File: config.mk
export PLATFORM = sky130hd
export DESIGN_NAME = pcs_loopback_ctrl
export DESIGN_NICKNAME = d
export VERILOG_FILES = /design/src/rtl/pcs_loopback_ctrl.sv
export SDC_FILE = /design/constraint.sdc
export NUM_CORES = 1
export LEC_CHECK = 0
export CAP_MARGIN = 20
export CORE_AREA = 2 2 116 118
export DETAILED_ROUTE_END_ITERATION = 8
export DIE_AREA = 0 0 118 120
export PLACE_DENSITY = 0.77
export SETUP_SLACK_MARGIN = 0.5
export SLEW_MARGIN = 20
export SYNTH_ARGS = -nofsm -noshare
export SYNTH_HDL_FRONTEND = slang
export SYNTH_SLANG_ARGS = --single-unit
File: constraint.sdc
create_clock -name clk -period 1.7 [get_ports clk]
set_input_delay 0.255 -clock clk [delete_from_list [all_inputs] [get_ports clk]]
set_output_delay 0.255 -clock clk [all_outputs]
set_load 0.1 [all_outputs]
File: src/rtl/pcs_loopback_ctrl.sv
// PCS RX->TX loopback sequencer: picks the MAC or looped block stream for the TX PCS,
// switching only on frame boundaries and only once RX block lock has been stable.
//
// state     | meaning
// ----------+--------------------------------------------------------------
// NORMAL    | MAC source forwarded to the TX PCS
// DRAIN_MAC | loopback requested, finishing the MAC frame already in flight
// ARM       | idle blocks emitted while RX lock is qualified
// LOOP      | loopback source forwarded to the TX PCS
module pcs_loopback_ctrl #(
    parameter int DATA_W        = 64,
    parameter int KEEP_W        = DATA_W / 8,
    parameter int LOCK_STABLE_N = 16,
    parameter int CNT_W         = 16
) (
    input  logic              clk,
    input  logic              nreset,
    input  logic              lb_req_i,
    input  logic              rx_lock_i,
    input  logic              tx_ready_i,
    input  logic              mac_ctrl_i,
    input  logic              mac_idle_i,
    input  logic              mac_term_i,
    input  logic              mac_err_i,
    input  logic              mac_start_i,
    input  logic [DATA_W-1:0] mac_data_i,
    input  logic [KEEP_W-1:0] mac_keep_i,
    output logic              mac_ready_o,
    input  logic              lb_ctrl_i,
    input  logic              lb_idle_i,
    input  logic              lb_term_i,
    input  logic              lb_err_i,
    input  logic              lb_start_i,
    input  logic [DATA_W-1:0] lb_data_i,
    input  logic [KEEP_W-1:0] lb_keep_i,
    output logic              pcs_tx_ctrl_o,
    output logic              pcs_tx_idle_o,
    output logic              pcs_tx_term_o,
    output logic              pcs_tx_err_o,
    output logic              pcs_tx_start_o,
    output logic [DATA_W-1:0] pcs_tx_data_o,
    output logic [KEEP_W-1:0] pcs_tx_keep_o,
    output logic              lb_active_o,
    output logic              lb_abort_o,
    output logic [CNT_W-1:0]  lb_frame_cnt_o
);

    localparam int              LK_W   = (LOCK_STABLE_N > 1) ? $clog2(LOCK_STABLE_N) : 1;
    localparam logic [LK_W-1:0] LK_MAX = LK_W'(LOCK_STABLE_N - 1);

    // Flag bundles are ordered {ctrl, idle, term, err, start}.
    localparam logic [4:0] FLG_IDLE = 5'b11000;
    localparam logic [4:0] FLG_ERR  = 5'b10010;

    typedef enum logic [1:0] {
        S_NORMAL    = 2'd0,
        S_DRAIN_MAC = 2'd1,
        S_ARM       = 2'd2,
        S_LOOP      = 2'd3
    } state_t;

    state_t              r_state;
    state_t              w_state_nxt;
    logic                r_mac_in_frame;
    logic                r_lb_in_frame;
    logic [LK_W-1:0]     r_lock_cnt;
    logic [CNT_W-1:0]    r_frame_cnt;
    logic [4:0]          r_flags;
    logic [DATA_W-1:0]   r_data;
    logic [KEEP_W-1:0]   r_keep;
    logic                r_abort;

    logic [4:0]          w_mac_flags;
    logic [4:0]          w_lb_flags;
    logic [4:0]          w_sel_flags;
    logic [DATA_W-1:0]   w_sel_data;
    logic [KEEP_W-1:0]   w_sel_keep;
    logic                w_mac_ready;
    logic                w_lb_mid;
    logic                w_go_loop;
    logic                w_lb_fwd;
    logic                w_abort;
    logic                w_cnt_inc;

    assign w_mac_flags = {mac_ctrl_i, mac_idle_i, mac_term_i, mac_err_i, mac_start_i};
    assign w_lb_flags  = {lb_ctrl_i, lb_idle_i, lb_term_i, lb_err_i, lb_start_i};

    assign w_mac_ready = tx_ready_i &
                         ((r_state == S_NORMAL) | ((r_state == S_DRAIN_MAC) & r_mac_in_frame));

    // Anything other than an idle or a start is treated as the inside of a frame.
    assign w_lb_mid  = r_lb_in_frame | (~lb_idle_i & ~lb_start_i);

    assign w_go_loop = (r_state == S_ARM) & lb_req_i & rx_lock_i &
                       (r_lock_cnt >= LK_MAX) & ~w_lb_mid;

    // In LOOP a block is forwarded unless lock is lost or we are leaving between frames.
    assign w_lb_fwd  = (r_state == S_LOOP) & rx_lock_i & (lb_req_i | r_lb_in_frame);

    assign w_abort   = tx_ready_i & (r_state == S_LOOP) & ~rx_lock_i & r_lb_in_frame;
    assign w_cnt_inc = tx_ready_i & w_lb_fwd & lb_term_i;

    always_comb begin
        w_state_nxt = r_state;
        w_sel_flags = FLG_IDLE;
        w_sel_data  = '0;
        w_sel_keep  = '0;
        case (r_state)
            S_NORMAL: begin
                if (w_mac_ready) begin
                    w_sel_flags = w_mac_flags;
                    w_sel_data  = mac_data_i;
                    w_sel_keep  = mac_keep_i;
                end
                if (tx_ready_i && lb_req_i) begin
                    w_state_nxt = (!r_mac_in_frame && !mac_start_i) ? S_ARM : S_DRAIN_MAC;
                end
            end
            S_DRAIN_MAC: begin
                if (w_mac_ready) begin
                    w_sel_flags = w_mac_flags;
                    w_sel_data  = mac_data_i;
                    w_sel_keep  = mac_keep_i;
                end
                // A single-block frame can leave us here with nothing left to drain.
                if (tx_ready_i && (!r_mac_in_frame || mac_term_i)) begin
                    w_state_nxt = lb_req_i ? S_ARM : S_NORMAL;
                end
            end
            S_ARM: begin
                // The boundary block seen on the arming cycle goes out so a start is not lost.
                if (w_go_loop) begin
                    w_sel_flags = w_lb_flags;
                    w_sel_data  = lb_data_i;
                    w_sel_keep  = lb_keep_i;
                end
                if (tx_ready_i) begin
                    if (!lb_req_i) begin
                        w_state_nxt = S_NORMAL;
                    end else if (w_go_loop) begin
                        w_state_nxt = S_LOOP;
                    end
                end
            end
            S_LOOP: begin
                if (w_lb_fwd) begin
                    w_sel_flags = w_lb_flags;
                    w_sel_data  = lb_data_i;
                    w_sel_keep  = lb_keep_i;
                end else if (!rx_lock_i && r_lb_in_frame) begin
                    w_sel_flags = FLG_ERR;
                end
                if (tx_ready_i) begin
                    if (!rx_lock_i) begin
                        w_state_nxt = S_ARM;
                    end else if (!lb_req_i && (!r_lb_in_frame || lb_term_i)) begin
                        w_state_nxt = S_NORMAL;
                    end
                end
            end
            default: begin
                w_state_nxt = S_NORMAL;
            end
        endcase
    end

    always_ff @(posedge clk) begin
        if (!nreset) begin
            r_state        <= S_NORMAL;
            r_mac_in_frame <= 1'b0;
            r_lb_in_frame  <= 1'b0;
            r_lock_cnt     <= '0;
            r_frame_cnt    <= '0;
            r_flags        <= FLG_IDLE;
            r_data         <= '0;
            r_keep         <= '0;
            r_abort        <= 1'b0;
        end else begin
            r_state <= w_state_nxt;
            r_abort <= w_abort;

            if (w_mac_ready) begin
                if (mac_term_i) begin
                    r_mac_in_frame <= 1'b0;
                end else if (mac_start_i) begin
                    r_mac_in_frame <= 1'b1;
                end
            end

            if (w_abort) begin
                r_lb_in_frame <= 1'b0;
            end else if (tx_ready_i) begin
                if (lb_term_i) begin
                    r_lb_in_frame <= 1'b0;
                end else if (lb_start_i) begin
                    r_lb_in_frame <= 1'b1;
                end
            end

            // Only qualifies lock while arming; any other state leaves it at zero.
            if ((r_state == S_ARM) && rx_lock_i) begin
                r_lock_cnt <= (r_lock_cnt == LK_MAX) ? r_lock_cnt : r_lock_cnt + 1'b1;
            end else begin
                r_lock_cnt <= '0;
            end

            if (w_cnt_inc && (r_frame_cnt != '1)) begin
                r_frame_cnt <= r_frame_cnt + 1'b1;
            end

            if (tx_ready_i) begin
                r_flags <= w_sel_flags;
                r_data  <= w_sel_data;
                r_keep  <= w_sel_keep;
            end
        end
    end

    assign mac_ready_o    = w_mac_ready;
    assign pcs_tx_ctrl_o  = r_flags[4];
    assign pcs_tx_idle_o  = r_flags[3];
    assign pcs_tx_term_o  = r_flags[2];
    assign pcs_tx_err_o   = r_flags[1];
    assign pcs_tx_start_o = r_flags[0];
    assign pcs_tx_data_o  = r_data;
    assign pcs_tx_keep_o  = r_keep;
    assign lb_active_o    = (r_state == S_LOOP);
    assign lb_abort_o     = r_abort;
    assign lb_frame_cnt_o = r_frame_cnt;

endmodule

==> parameters.txt, run 1 <==
Parameter                              Value

STA
  Setup_tns    -62.9 ps
  Measured slew at the worst slew-check pin    912 ps
  Setup-failing EPs final    8
  Setup repair after global routing missed its margin    yes
  Post-Route Skew    6.91 ps
  Relative slew slack    0.392
  WHS    283 ps
  Final worst-path cycle share    1.02
  Peak Freq    579 MHz
  Number of failing hold endpoints at the final stage    0
  Minimum clock period after layout    1730 ps
  Number of max-slew violations in the final report    0
  Worst Setup Slack, final    -28.2 ps

Outcome
  Violations in the final reports    setup timing
  Outcome    finished with violations

Detailed routing
  Routed vias/inst    5.53
  Number of remaining DRC errors    0
  Antenna-violating nets left    0
  Final wirelength    20.5 mm
  First-pass detailed-route iteration total    4
  Total via count in the routed design    5579
  Drt initial violations    348
  Wirelength per Cell    20.3 um

Flow run
  # Max-Cap Violations    0

Logic synthesis
  Seq/Total Area, Yosys    0.461
  Net count after synthesis    674
  Synthesis Warnings    0
  Number of unique standard cell types used by synthesis    44
  Register bit total from synthesis    102
  Share of flip-flops with an asynchronous set or reset after synthesis    0
  Mapped Avg Cell Area    8.63 sq um
  Post-synth EDFFs    0
  Synthesized instance count    513
  Most instantiated flip-flop cell in the synthesis netlist    sky130_fd_sc_hd__dfxtp_1
  Mapped Area    4430 sq um

Global routing
  Number of antenna violations at the first check in global routing    0
  Global-route wire length before repair    30.2 mm
  Global-route usage over all layers    0.268
  Global route overflow    0
  Vias in the first global route    5829
  Maximum number of pins on one net before global-route repair    101

Power and ir drop
  Standby leakage power    0.00373 uW
  Peak supply drop    0.519 mV
  P per Cell Area    996 nW/um^2

CTS
  Reg clk slew, reported paths    70 ps
  CTS tree    built
  Number of levels the H-tree was split into    3
  Cell chosen for the clock root    sky130_fd_sc_hd__clkbuf_16
  Clock insertion delay at the later pin of the skew report    350 ps
  Maximum number of buffers from clock root to sink    2
  Clock tree sinks    102
  Number of buffers created by CTS    9
  Count of hold buffers inserted by post-cts repair    0

Layout
  # nets final    990
  Antenna diode instance count    0
  Area added between synthesis and finish    132%
  Fill cell instance count of the final layout    784
  Non-filler cells in the finished layout    1009
  Proportion of layout cells with a drive suffix above 1    0.492

Critical path
  Family of cells with the greatest summed delay on the critical path    compound AO/OA/AOI/OAI gates
  Capturing element type of the critical path    flip-flop
  Required arrival time at the worst endpoint    1980 ps
  FF-to-FF path depth    8
  Number of buffers and inverters on the critical path    3
  Sort of element at the start of the critical path    flip-flop
  Slowest Stage Delay on Critical Path    370 ps
  Arrival time worst endpoint    2000 ps
  Cell with the largest stage delay on the worst path    sky130_fd_sc_hd__dfxtp_4
  CP Class    flip-flop to flip-flop
  Largest driver fanout on the critical path    5
  Library cell appearing most often on the critical path    sky130_fd_sc_hd__buf_6
  List of cells traversed by the critical path    and2b_2 -> nand2_4 -> o31ai_4 -> buf_6 -> buf_6 -> clkbuf_16 -> a22oi_2 -> a21oi_2
  Reg-to-reg setup timing slack    -30 ps
  Capture point of the worst reg-to-reg path    pcs_tx_data_o[36]$_SDFFE_PN0P_
  Start point of the critical path    r_state[0]$_SDFFE_PN0P_
  Origin of the critical flop-to-flop path    r_state[0]$_SDFFE_PN0P_

Placed design
  Number of buffer cells added on primary ports    254
  DPL Wire Length    13.0 mm
  Worst setup slack before clock tree synthesis    -379 ps
  Final weighted congestion in routability-driven placement    0.842
  Placed Cells incl. Taps    940

Min path
  Depth of the worst hold-timing path    3
  Critical hold path startpoint    nreset
  Worst Hold End    pcs_tx_data_o[2]$_SDFFE_PN0P_
  Hold Path Class    input port to flip-flop

Floorplan
  Total die area    14200 sq um
  Die span in x    118 um
  Die extent in y    120 um
  Starting Density    0.341
  Area of the core    13000 sq um
  Ports placed on the boundary    255
  Placement row count    42
## cells in the mapped netlist (2+ instances only)
cell	n	share of area
sky130_fd_sc_hd__a21bo_2	2	0.0045
sky130_fd_sc_hd__a21oi_1	84	0.095
sky130_fd_sc_hd__a22oi_1	73	0.12
sky130_fd_sc_hd__a31oi_1	4	0.0057
sky130_fd_sc_hd__and3_1	3	0.0042
sky130_fd_sc_hd__buf_2	11	0.012
sky130_fd_sc_hd__buf_4	2	0.0034
sky130_fd_sc_hd__clkbuf_1	35	0.030
sky130_fd_sc_hd__dfxtp_1	102	0.46
sky130_fd_sc_hd__ha_1	2	0.0057
sky130_fd_sc_hd__inv_1	4	0.0034
sky130_fd_sc_hd__mux2i_1	3	0.0068
sky130_fd_sc_hd__nand2_1	17	0.014
sky130_fd_sc_hd__nand2b_1	4	0.0057
sky130_fd_sc_hd__nand3_1	7	0.0079
sky130_fd_sc_hd__nand3b_1	2	0.0034
sky130_fd_sc_hd__nand4_1	11	0.016
sky130_fd_sc_hd__nor2_1	22	0.019
sky130_fd_sc_hd__nor2b_1	2	0.0028
sky130_fd_sc_hd__nor3_1	7	0.0079
sky130_fd_sc_hd__nor3b_1	2	0.0034
sky130_fd_sc_hd__nor4_1	2	0.0028
sky130_fd_sc_hd__nor4_2	2	0.0057
sky130_fd_sc_hd__o211ai_1	2	0.0034
sky130_fd_sc_hd__o21ai_0	78	0.088
sky130_fd_sc_hd__xnor2_1	8	0.016
sky130_fd_sc_hd__xor2_1	5	0.0099
## timing repair
action,in CTS,in global routing
buffers inserted,36,11
gates cloned,5,2
setup endpoints to repair,110,151
resized for setup,68,80
pin swaps,29,25
## cell usage in the layout, fill, tap and decap left out, drive strengths merged, types with 3 or more instances in the layout
cell type      synthesis  final
dfxtp                102    102
nand3                  7      7
nand2                 17     17
clkbuf                35     14
nand2b                 4      4
buf                   13    193
a21oi                 84     84
clkinv                 1      4
mux2i                  3      3
nor2                  22     22
nor3b                  3      3
nor4                   5      5
nand4                 11     11
dlygate4sd2            0      3
o21ai                 78     78
a31oi                  4      4
xor2                   5      5
a22oi                 73     73
nor3                   7      7
and3                   3      3
inv                    4      3
clkdlybuf4s50          0    153
xnor2                  8      8
## worst max path at each step
stage / to / slack [ps] / depth (start not counted)
2_1_floorplan: lb_frame_cnt_o[2]$_SDFFE_PN0P_ / -80 / 6
3_3_place_gp: pcs_tx_data_o[22]$_SDFFE_PN0P_ / -290 / 7
3_5_place_dp: pcs_tx_data_o[37]$_SDFFE_PN0P_ / -380 / 7
4_1_cts: pcs_tx_data_o[35]$_SDFFE_PN0P_ / 10 / 8
5_1_grt: pcs_tx_data_o[29]$_SDFFE_PN0P_ / -80 / 8
6_report: pcs_tx_data_o[36]$_SDFFE_PN0P_ / -30 / 8
## layer usage
layer / wire (um) / vias to the layer above / global-route usage
met5: 0 / - / 0
met4: 771 / 0 / 0.123
met3: 1350 / 63 / 0.0751
met2: 11100 / 254 / 0.500
met1: 7210 / 2709 / 0.278
li1: - / 2553 / -
## cells by family (layout without fill, tap and decap cells)
| logic type | Yosys count | after routing | synth area share |
|---|---|---|---|
| multiplexers | 3 | 3 | 0.00679 |
| AND/OR/NAND/NOR | 87 | 87 | 0.108 |
| XOR/XNOR | 13 | 13 | 0.0257 |
| adder cells (fa/ha/maj) | 2 | 2 | 0.00565 |
| flip-flops | 102 | 102 | 0.461 |
| AO/OA/AOI/OAI | 253 | 253 | 0.343 |
| buffers and inverters | 53 | 373 | 0.0498 |
## final cells by class
type | count | area (sq um) | share of cell area
clock buffer | 12 | 236 | 0.0230
clock inverter | 3 | 12.5 | 0.00122
inverter | 5 | 22.5 | 0.00219
multi-input combinational | 358 | 2920 | 0.284
sequential | 102 | 2170 | 0.212
tap | 176 | 220 | 0.0214
timing repair buffer | 353 | 4690 | 0.456
## worst min-delay path, delay by kind of cell
family	cells	cell delay, ps
buffers and inverters	1	190
AOI/OAI and AO/OA	2	140
## sequential cells by signal, summed over array words and instances (netlist names)
register	flops
pcs_tx_keep_o	8
lb_frame_cnt_o	16
lb_abort_o	1
r_lock_cnt	4
r_flags	5
r_mac_in_frame	1
r_lb_in_frame	1
pcs_tx_data_o	64
r_state	2
## power breakdown
part | leakage [uW] | switching, uW | internal [uW] | total, uW
clock | 0.000121 | 891 | 976 | 1870
sequential | 0.000869 | 242 | 2610 | 2850
combinational | 0.00274 | 2860 | 2650 | 5510
total | 0.00373 | 3990 | 6240 | 10200
## stage by stage
| stage | utilization | power (uW) | instance area [sq um] |
|---|---|---|---|
| 2_1_floorplan | - | 5810 | 5170 |
| 5_1_grt | 0.791 | 10600 | 10300 |
| 4_1_cts | 0.764 | 9990 | 9910 |
| 3_5_place_dp | 0.693 | 7500 | 8990 |
| 6_report | 0.791 | 10200 | 10300 |
| 3_3_place_gp | 0.693 | 7410 | 8990 |
No activity file was read; power rests on OpenSTA's default activity.
==> run 2: changes to the inputs <==
--- a/config.mk
+++ b/config.mk
@@ -5,13 +5,12 @@
 export SDC_FILE = /design/constraint.sdc
 export NUM_CORES = 1
 export LEC_CHECK = 0
-export CAP_MARGIN = 20
+export CAP_MARGIN = 25
 export CORE_AREA = 2 2 116 118
 export DETAILED_ROUTE_END_ITERATION = 8
 export DIE_AREA = 0 0 118 120
 export PLACE_DENSITY = 0.77
 export SETUP_SLACK_MARGIN = 0.5
-export SLEW_MARGIN = 20
 export SYNTH_ARGS = -nofsm -noshare
 export SYNTH_HDL_FRONTEND = slang
 export SYNTH_SLANG_ARGS = --single-unit
==> results of run 2 <==
No change in the layout: final DEF, timing and power equal those of run 1.
